**config.mk**
```make
export PLATFORM = sky130hd
export DESIGN_NAME = minimig_host_bus_master
export DESIGN_NICKNAME = d
export VERILOG_FILES = /design/src/rtl/minimig_host_bus_master.sv
export SDC_FILE = /design/constraint.sdc
export NUM_CORES = 1
export LEC_CHECK = 0
export BUFFER_PORTS_ARGS = -buffer_cell sky130_fd_sc_hd__buf_2
export CORE_MARGIN = 2
export CORE_UTILIZATION = 46
export CTS_BUF_LIST = sky130_fd_sc_hd__clkbuf_16
export CTS_CLUSTER_DIAMETER = 80
export DETAILED_ROUTE_END_ITERATION = 7
export HOLD_SLACK_MARGIN = 0.1
export PLACE_DENSITY_LB_ADDON = 0.15
export SYNTH_ARGS = -nofsm -noshare
export SYNTH_HDL_FRONTEND = slang
export SYNTH_SLANG_ARGS = --single-unit
```
**constraint.sdc**
```tcl
create_clock -name clk -period 5.6 [get_ports clk]
set_input_delay 0.56 -clock clk [delete_from_list [all_inputs] [get_ports clk]]
set_output_delay 0.56 -clock clk [all_outputs]
set_load 0.05 [all_outputs]
```
**src/rtl/minimig_host_bus_master.sv**
```systemverilog
`default_nettype none
// +----------------------------------------------------------------------------+
// | Module      : minimig_host_bus_master                                      |
// | Description : Upstream master for the host (UserIO) port of the 68000 bus  |
// |               bridge. Parses a byte-wide command stream, halts the CPU,    |
// |               runs auto-incrementing 16-bit word reads/writes on the host  |
// |               bus and streams read data back out byte by byte.             |
// | Revision    : 1.0 - initial release                                        |
// +----------------------------------------------------------------------------+
module minimig_host_bus_master #(
  parameter int ACK_TIMEOUT = 1023,  // clk cycles from host_cs to host_ack before giving up
  parameter int HALT_SETTLE = 2      // consecutive clk7_en samples with as_n=1 to own the bus
) (
  input  logic        clk,
  input  logic        rst,
  input  logic        clk7_en,
  input  logic        as_n,
  input  logic        cmd_valid,
  input  logic [7:0]  cmd_data,
  output logic        cmd_ready,
  output logic        rd_valid,
  output logic [7:0]  rd_data,
  input  logic        rd_ready,
  input  logic        abort,
  output logic        cpu_halt,
  output logic        host_cs,
  output logic        host_we,
  output logic [1:0]  host_bs,
  output logic [23:1] host_adr,
  output logic [15:0] host_wdat,
  input  logic [15:0] host_rdat,
  input  logic        host_ack,
  output logic        busy,
  output logic        error
);

  localparam logic [7:0] OP_WRITE    = 8'h01;
  localparam logic [7:0] OP_READ     = 8'h02;
  localparam logic [9:0] TMO_LAST    = 10'(ACK_TIMEOUT - 1);
  localparam logic [7:0] SETTLE_LAST = 8'(HALT_SETTLE - 1);

  typedef enum logic [3:0] {
    ST_IDLE      = 4'd0,
    ST_HDR       = 4'd1,
    ST_HALT_REQ  = 4'd2,
    ST_WAIT_HALT = 4'd3,
    ST_WFETCH    = 4'd4,
    ST_BUS       = 4'd5,
    ST_RELEASE   = 4'd6,
    ST_RDOUT     = 4'd7,
    ST_DONE      = 4'd8
  } state_t;

  // Control state
  state_t      state_q,   state_d;
  logic        op_wr_q,   op_wr_d;     // 1 = current command is a write
  logic [2:0]  hdr_cnt_q, hdr_cnt_d;   // header byte index 0..4
  logic [15:0] n_q,       n_d;         // words still to transfer
  logic        wbyte_q,   wbyte_d;     // 0 = next write byte is the high byte
  logic        rbyte_q,   rbyte_d;     // 0 = high read byte currently presented
  logic [15:0] hold_q,    hold_d;      // read data captured on host_ack
  logic [7:0]  settle_q,  settle_d;    // consecutive idle-bus clk7 samples
  logic [9:0]  tmo_q,     tmo_d;       // cycles spent in BUS waiting for ack
  logic        rel7_q,    rel7_d;      // a clk7_en has been seen in RELEASE

  // Registered outputs
  logic        cmd_ready_q, cmd_ready_d;
  logic        rd_valid_q,  rd_valid_d;
  logic [7:0]  rd_data_q,   rd_data_d;
  logic        halt_q,      halt_d;
  logic        cs_q,        cs_d;
  logic        we_q,        we_d;
  logic [22:0] adr_q,       adr_d;
  logic [15:0] wdat_q,      wdat_d;
  logic        busy_q,      busy_d;
  logic        error_q,     error_d;

  logic        cmd_take;
  logic        rd_take;

  assign cmd_take = cmd_valid & cmd_ready_q;
  assign rd_take  = rd_valid_q & rd_ready;

  // Next-state and next-output computation for the transfer sequencer
  always_comb begin
    state_d    = state_q;
    op_wr_d    = op_wr_q;
    hdr_cnt_d  = hdr_cnt_q;
    n_d        = n_q;
    wbyte_d    = wbyte_q;
    rbyte_d    = rbyte_q;
    hold_d     = hold_q;
    settle_d   = settle_q;
    tmo_d      = (state_q == ST_BUS) ? tmo_q : 10'd0;
    rel7_d     = rel7_q;
    rd_valid_d = rd_valid_q;
    rd_data_d  = rd_data_q;
    adr_d      = adr_q;
    wdat_d     = wdat_q;
    error_d    = error_q;

    case (state_q)
      ST_IDLE: begin
        // Unknown opcodes are swallowed without leaving IDLE
        if (cmd_take && (cmd_data == OP_WRITE || cmd_data == OP_READ)) begin
          op_wr_d   = (cmd_data == OP_WRITE);
          error_d   = 1'b0;
          hdr_cnt_d = 3'd0;
          state_d   = ST_HDR;
        end
      end

      ST_HDR: begin
        if (cmd_take) begin
          case (hdr_cnt_q)
            3'd0:    adr_d[22:15] = cmd_data;
            3'd1:    adr_d[14:7]  = cmd_data;
            3'd2:    adr_d[6:0]   = cmd_data[7:1];  // byte address bit 0 dropped
            3'd3:    n_d[15:8]    = cmd_data;
            default: n_d[7:0]     = cmd_data;
          endcase
          hdr_cnt_d = hdr_cnt_q + 3'd1;
          if (hdr_cnt_q == 3'd4) begin
            // A zero word count finishes here: no halt, no bus cycle
            state_d = ({n_q[15:8], cmd_data} == 16'd0) ? ST_IDLE : ST_HALT_REQ;
          end
        end
      end

      ST_HALT_REQ: begin
        settle_d = 8'd0;
        state_d  = ST_WAIT_HALT;
      end

      ST_WAIT_HALT: begin
        if (clk7_en) begin
          if (!as_n) begin
            settle_d = 8'd0;
          end else if (settle_q == SETTLE_LAST) begin
            settle_d = 8'd0;
            wbyte_d  = 1'b0;
            state_d  = op_wr_q ? ST_WFETCH : ST_BUS;
          end else begin
            settle_d = settle_q + 8'd1;
          end
        end
      end

      ST_WFETCH: begin
        if (cmd_take) begin
          if (!wbyte_q) begin
            wdat_d[15:8] = cmd_data;
            wbyte_d      = 1'b1;
          end else begin
            wdat_d[7:0]  = cmd_data;
            wbyte_d      = 1'b0;
            state_d      = ST_BUS;
          end
        end
      end

      ST_BUS: begin
        // An ack arriving on the final timeout cycle still completes the access
        if (host_ack) begin
          if (!op_wr_q) begin
            hold_d = host_rdat;
          end
          rel7_d  = 1'b0;
          state_d = ST_RELEASE;
        end else if (tmo_q == TMO_LAST) begin
          error_d = 1'b1;
          state_d = ST_DONE;
        end else begin
          tmo_d = tmo_q + 10'd1;
        end
      end

      ST_RELEASE: begin
        if (clk7_en) begin
          rel7_d = 1'b1;
        end
        if (!host_ack && (rel7_q || clk7_en)) begin
          adr_d = adr_q + 23'd1;  // natural 23-bit wrap 0x7FFFFF -> 0
          n_d   = n_q - 16'd1;
          if (!op_wr_q) begin
            rd_data_d  = hold_q[15:8];
            rd_valid_d = 1'b1;
            rbyte_d    = 1'b0;
            state_d    = ST_RDOUT;
          end else if (n_q == 16'd1) begin
            state_d = ST_DONE;
          end else begin
            wbyte_d = 1'b0;
            state_d = ST_WFETCH;
          end
        end
      end

      ST_RDOUT: begin
        if (rd_take) begin
          if (!rbyte_q) begin
            rd_data_d = hold_q[7:0];
            rbyte_d   = 1'b1;
          end else begin
            rd_valid_d = 1'b0;
            rbyte_d    = 1'b0;
            state_d    = (n_q == 16'd0) ? ST_DONE : ST_BUS;
          end
        end
      end

      ST_DONE: begin
        state_d = ST_IDLE;
      end

      default: begin
        state_d = ST_IDLE;
      end
    endcase

    // Abort overrides any completion or timeout in the same cycle
    if (abort && state_q != ST_IDLE && state_q != ST_DONE) begin
      state_d    = ST_DONE;
      rd_valid_d = 1'b0;
      hold_d     = hold_q;
      error_d    = error_q;
    end

    // Outputs are decoded from the next state so they appear with it
    cmd_ready_d = (state_d == ST_IDLE) || (state_d == ST_HDR) || (state_d == ST_WFETCH);
    cs_d        = (state_d == ST_BUS);
    we_d        = (state_d == ST_BUS) && op_wr_d;
    busy_d      = (state_d != ST_IDLE);
    // Halt is held through DONE only if it was already up (aborted headers never halt)
    halt_d      = (state_d inside {ST_HALT_REQ, ST_WAIT_HALT, ST_WFETCH, ST_BUS,
                                   ST_RELEASE, ST_RDOUT})
                  || ((state_d == ST_DONE) && halt_q);
  end

  // State and output registers with synchronous reset
  always_ff @(posedge clk) begin
    if (rst) begin
      state_q     <= ST_IDLE;
      op_wr_q     <= 1'b0;
      hdr_cnt_q   <= 3'd0;
      n_q         <= 16'd0;
      wbyte_q     <= 1'b0;
      rbyte_q     <= 1'b0;
      hold_q      <= 16'd0;
      settle_q    <= 8'd0;
      tmo_q       <= 10'd0;
      rel7_q      <= 1'b0;
      cmd_ready_q <= 1'b0;
      rd_valid_q  <= 1'b0;
      rd_data_q   <= 8'd0;
      halt_q      <= 1'b0;
      cs_q        <= 1'b0;
      we_q        <= 1'b0;
      adr_q       <= 23'd0;
      wdat_q      <= 16'd0;
      busy_q      <= 1'b0;
      error_q     <= 1'b0;
    end else begin
      state_q     <= state_d;
      op_wr_q     <= op_wr_d;
      hdr_cnt_q   <= hdr_cnt_d;
      n_q         <= n_d;
      wbyte_q     <= wbyte_d;
      rbyte_q     <= rbyte_d;
      hold_q      <= hold_d;
      settle_q    <= settle_d;
      tmo_q       <= tmo_d;
      rel7_q      <= rel7_d;
      cmd_ready_q <= cmd_ready_d;
      rd_valid_q  <= rd_valid_d;
      rd_data_q   <= rd_data_d;
      halt_q      <= halt_d;
      cs_q        <= cs_d;
      we_q        <= we_d;
      adr_q       <= adr_d;
      wdat_q      <= wdat_d;
      busy_q      <= busy_d;
      error_q     <= error_d;
    end
  end

  assign cmd_ready = cmd_ready_q;
  assign rd_valid  = rd_valid_q;
  assign rd_data   = rd_data_q;
  assign cpu_halt  = halt_q;
  assign host_cs   = cs_q;
  assign host_we   = we_q;
  assign host_bs   = 2'b11;
  assign host_adr  = adr_q;
  assign host_wdat = wdat_q;
  assign busy      = busy_q;
  assign error     = error_q;

endmodule
`default_nettype wire

```
==> results.md <==
- YS warnings: 0
- Synthesized area: 5880 um2
- Sequential share of the synthesized area: 0.391
- Routed len/inst: 16.0 um
- GR peak layer: met1
- NetSw: ~0.39 mW
- Met3 Use GR: 0.0669
- Post-synth ARST share: 0
- Leak Pwr: 2.92 nW
- Mux share of post-synthesis cell area: 0.0595
- CP Launch Type: register
- Worst Path Max Fanout: 43
- Netlist cell types: between 70 and 80
- Setup TNS after final layout: 0 ns
- Endpoint type of the worst setup path: register
- Final Hold Viols: 0
- GRT Overall Usage: 0.239
- Combinational share of power: 0.035
- CP Data Arrival Time: 3.73 ns
- Buffers inserted by post-CTS timing repair: 0
- Int Power: 1.47 mW
- Crit path largest cell delay: ~1 ns
- I/O Buffers: 85
- Least-Margin Pin Slew: 1.21 ns
- I/O Pins: 88
- Skew final: approximately 0.0087 ns
- DRT Pass-1 Iters: 5
- Slowest CP cell: a2bb2oi_1
- WS Path Type: reg -> reg
- RSZ-0062 raised after global routing: false
- Clock Tree Root: clkbuf_16
- Total congestion overflow: 0
- Clock network fraction of design power: 0.525
- Sequential share of power: 0.440
- Post-DP HPWL: 10.8 mm
- Num rows: 41
- Cts bufs inserted: 17
- Largest net degree at the start of global routing: a little under 90
- Detailed Route Iter0 Violations: 563
- CP Cell Sequence: nor4bb_4, buf_4, nand2_1, nor2_1, a2bb2oi_1, nor2_1, a311oi_1
- Antenna viol nets, final: 0
- Fill cells: between 1000 and 1500
- Ant. Diodes: 0
- Die Span Y: 117 um
- Number of synthesized flops with an enable pin: 0
- Longest Clk Path Bufs: 2
- Final period utilization: 0.613
- Max-Cap Viols: 0
- # clock sinks: between 100 and 150
- CTS tree: yes
- Simple-gate share of the synthesized area: 0.261
- Power per cell area: 269 nW/um2
- Initial antenna violation count: 0
- WL final: between 15 and 20 mm
- Commonest non-fill, non-tap cell in the layout: dfxtp_1
- Status: complete, no violations
- Register bit total from synthesis: 115
- Sw Share: 0.211
- First-pass GRT wire length: around 26 mm
- Hold buffers post-CTS: 0
- Layout cells sized above 1: 0.151
- Reg clk slew, reported paths: 0.05 ns
- Post-layout minimum cycle time: roughly 3.4 ns
- Post-Syn Instances: 726
- Worst hold path class: in -> reg
- Vias/cell: 5.75
- Rel. slew slack: 0.192
- Fin. max-slew vios: 0
- Most frequent cells in the layout: 115 x dfxtp_1, 112 x nor2_1, 85 x buf_2, 80 x nand2_1, 47 x a21oi_1
- # DRC: 0
- Number of global-route vias before repair: about 5000
- Worst EP required: 5.90 ns
- Post-Synth Adder-Cell Area: 0.0276
- Post-Synth XOR/XNOR Area: 0.0194
- H-tree depth: 4
- Core Util, Final: 0.552
- Area Growth Syn to Fin: 17.9%
- Most used cell, CP: nor2_1
- Setup Viol. Count Final: 0
- Total core area: 12600 um2
- Worst-skew pair later-pin latency: 0.41 ns
- Vias: 5622
- Nets: roughly 840
- Average size of a mapped cell: slightly above 8 um2
- Max VDD drop: about 0.20 mV
- Cts repair resizes: 0
- Full die area: roughly 14000 um2
- Grt met1 use: 0.345
- Achievable frequency: 0.291 GHz
- Initial core utilization: 0.468
- Met2 Use GR: 0.338
- Die width: 117 um
- Synth Area in Compound Gates: 0.202
- Routability cong.: 0.880
- Largest family of logic cells by synthesized area: simple AND/OR/NAND/NOR gates
- Main flop type after synthesis: dfxtp_1
## area by class of cell
| class | instances | area [um2] | area share |
|---|---|---|---|
| Clock inverter | 14 | 108 | 0.0155 |
| Sequential cell | 115 | 2300 | 0.332 |
| Tap cell | 172 | 215 | 0.0310 |
| Clock buffer | 17 | 425 | 0.0613 |
| Timing Repair Buffer | 90 | 463 | 0.0667 |
| Inverter | 13 | 48.8 | 0.00703 |
| Multi-Input combinational cell | 557 | 3380 | 0.487 |
## stage by stage
stage          hold WS [ns]  cells  area (um2)  worst slack (ns)  power, mW
4_1_cts               0.365    978        6940              2.20       1.88
3_3_place_gp          0.459    947        6400              2.47      0.901
2_1_floorplan         0.444    727        5890              3.14      0.875
5_1_grt               0.382    978        6940              1.85       1.93
6_report              0.377    978        6940              2.17       1.86
3_5_place_dp          0.475    947        6400              2.35      0.901
## final timing paths
path | from | end | slack [ns] | cells past startpoint
worst max-delay path | state_q[2]$_SDFF_PP0_ | rd_data[1]$_SDFFE_PP0P_ | 2.17 | 7
worst min-delay path | host_rdat[0] | hold_q[0]$_SDFFE_PP0P_ | 0.38 | 3
worst max register to register | state_q[2]$_SDFF_PP0_ | rd_data[1]$_SDFFE_PP0P_ | 2.17 | 7
worst min register to register | hold_q[10]$_SDFFE_PP0P_ | rd_data[2]$_SDFFE_PP0P_ | 0.48 | 2
## registers in the layout, indices dropped and copies added (netlist names), 3 cells and up
register / cells
tmo_q: 10
rd_data: 8
state_q: 4
n_q: 16
hdr_cnt_q: 3
settle_q: 8
host_wdat: 16
host_adr: 23
hold_q: 16
## synthesized netlist by cell type, types with 3 or more instances
cell,count,area share
clkbuf_1,36,0.023
a21o_1,6,0.0077
nand3_1,17,0.014
and4_1,7,0.010
and2_1,6,0.0064
nor2_1,112,0.071
nand2b_1,11,0.012
a211oi_1,15,0.019
nor3_1,21,0.018
or4_1,3,0.0038
a21oi_1,47,0.040
nor4_1,4,0.0043
a2111oi_0,3,0.0045
inv_1,13,0.0083
o31ai_1,5,0.0064
nand4_1,11,0.012
o21ai_0,35,0.030
and3_1,13,0.014
o2111a_1,3,0.0057
or3_1,8,0.0085
xnor2_1,4,0.0060
a311oi_1,12,0.018
nand3b_1,3,0.0038
o22ai_1,5,0.0053
xor2_1,9,0.013
nand2_1,80,0.051
a22oi_1,6,0.0077
o41ai_1,3,0.0045
nor4b_1,3,0.0045
a31oi_1,8,0.0085
dfxtp_1,115,0.39
mux2i_1,35,0.060
ha_1,13,0.028
## power by group through the flow
stage | combinational (mW) | sequential (mW) | clock (mW)
2_1_floorplan | 0.0365 | 0.839 | 0
3_5_place_dp | 0.0641 | 0.837 | 0
3_3_place_gp | 0.0639 | 0.837 | 0
4_1_cts | 0.0644 | 0.820 | 0.998
6_report | 0.0648 | 0.821 | 0.979
5_1_grt | 0.0709 | 0.820 | 1.04
## kinds of logic (layout without fill, tap and decap cells)
family                   Yosys count  in the layout
buffers and inverters             55            134
multiplexers                      35             35
other                              1              2
AO/OA/AOI/OAI                    177            177
XOR/XNOR                          13             13
flip-flops                       115            115
AND/OR/NAND/NOR                  317            317
adder cells (fa/ha/maj)           13             13
## worst max-delay path: cells and delay by family, from the launching register on
kind                   cells  cell delay [ns]
AND/OR/NAND/NOR            4             0.94
flip-flops                 1             0.63
AO/OA/AOI/OAI              2             1.31
buffers and inverters      1             0.43
## routing by layer
| metal | part of all wire | vias to the layer above |
|---|---|---|
| met5 | 0 | - |
| met4 | 0.016 | 0 |
| met3 | 0.072 | 24 |
| met2 | 0.43 | 215 |
| met1 | 0.48 | 2608 |
| li1 | - | 2775 |
(Power assumes the default switching activity.)
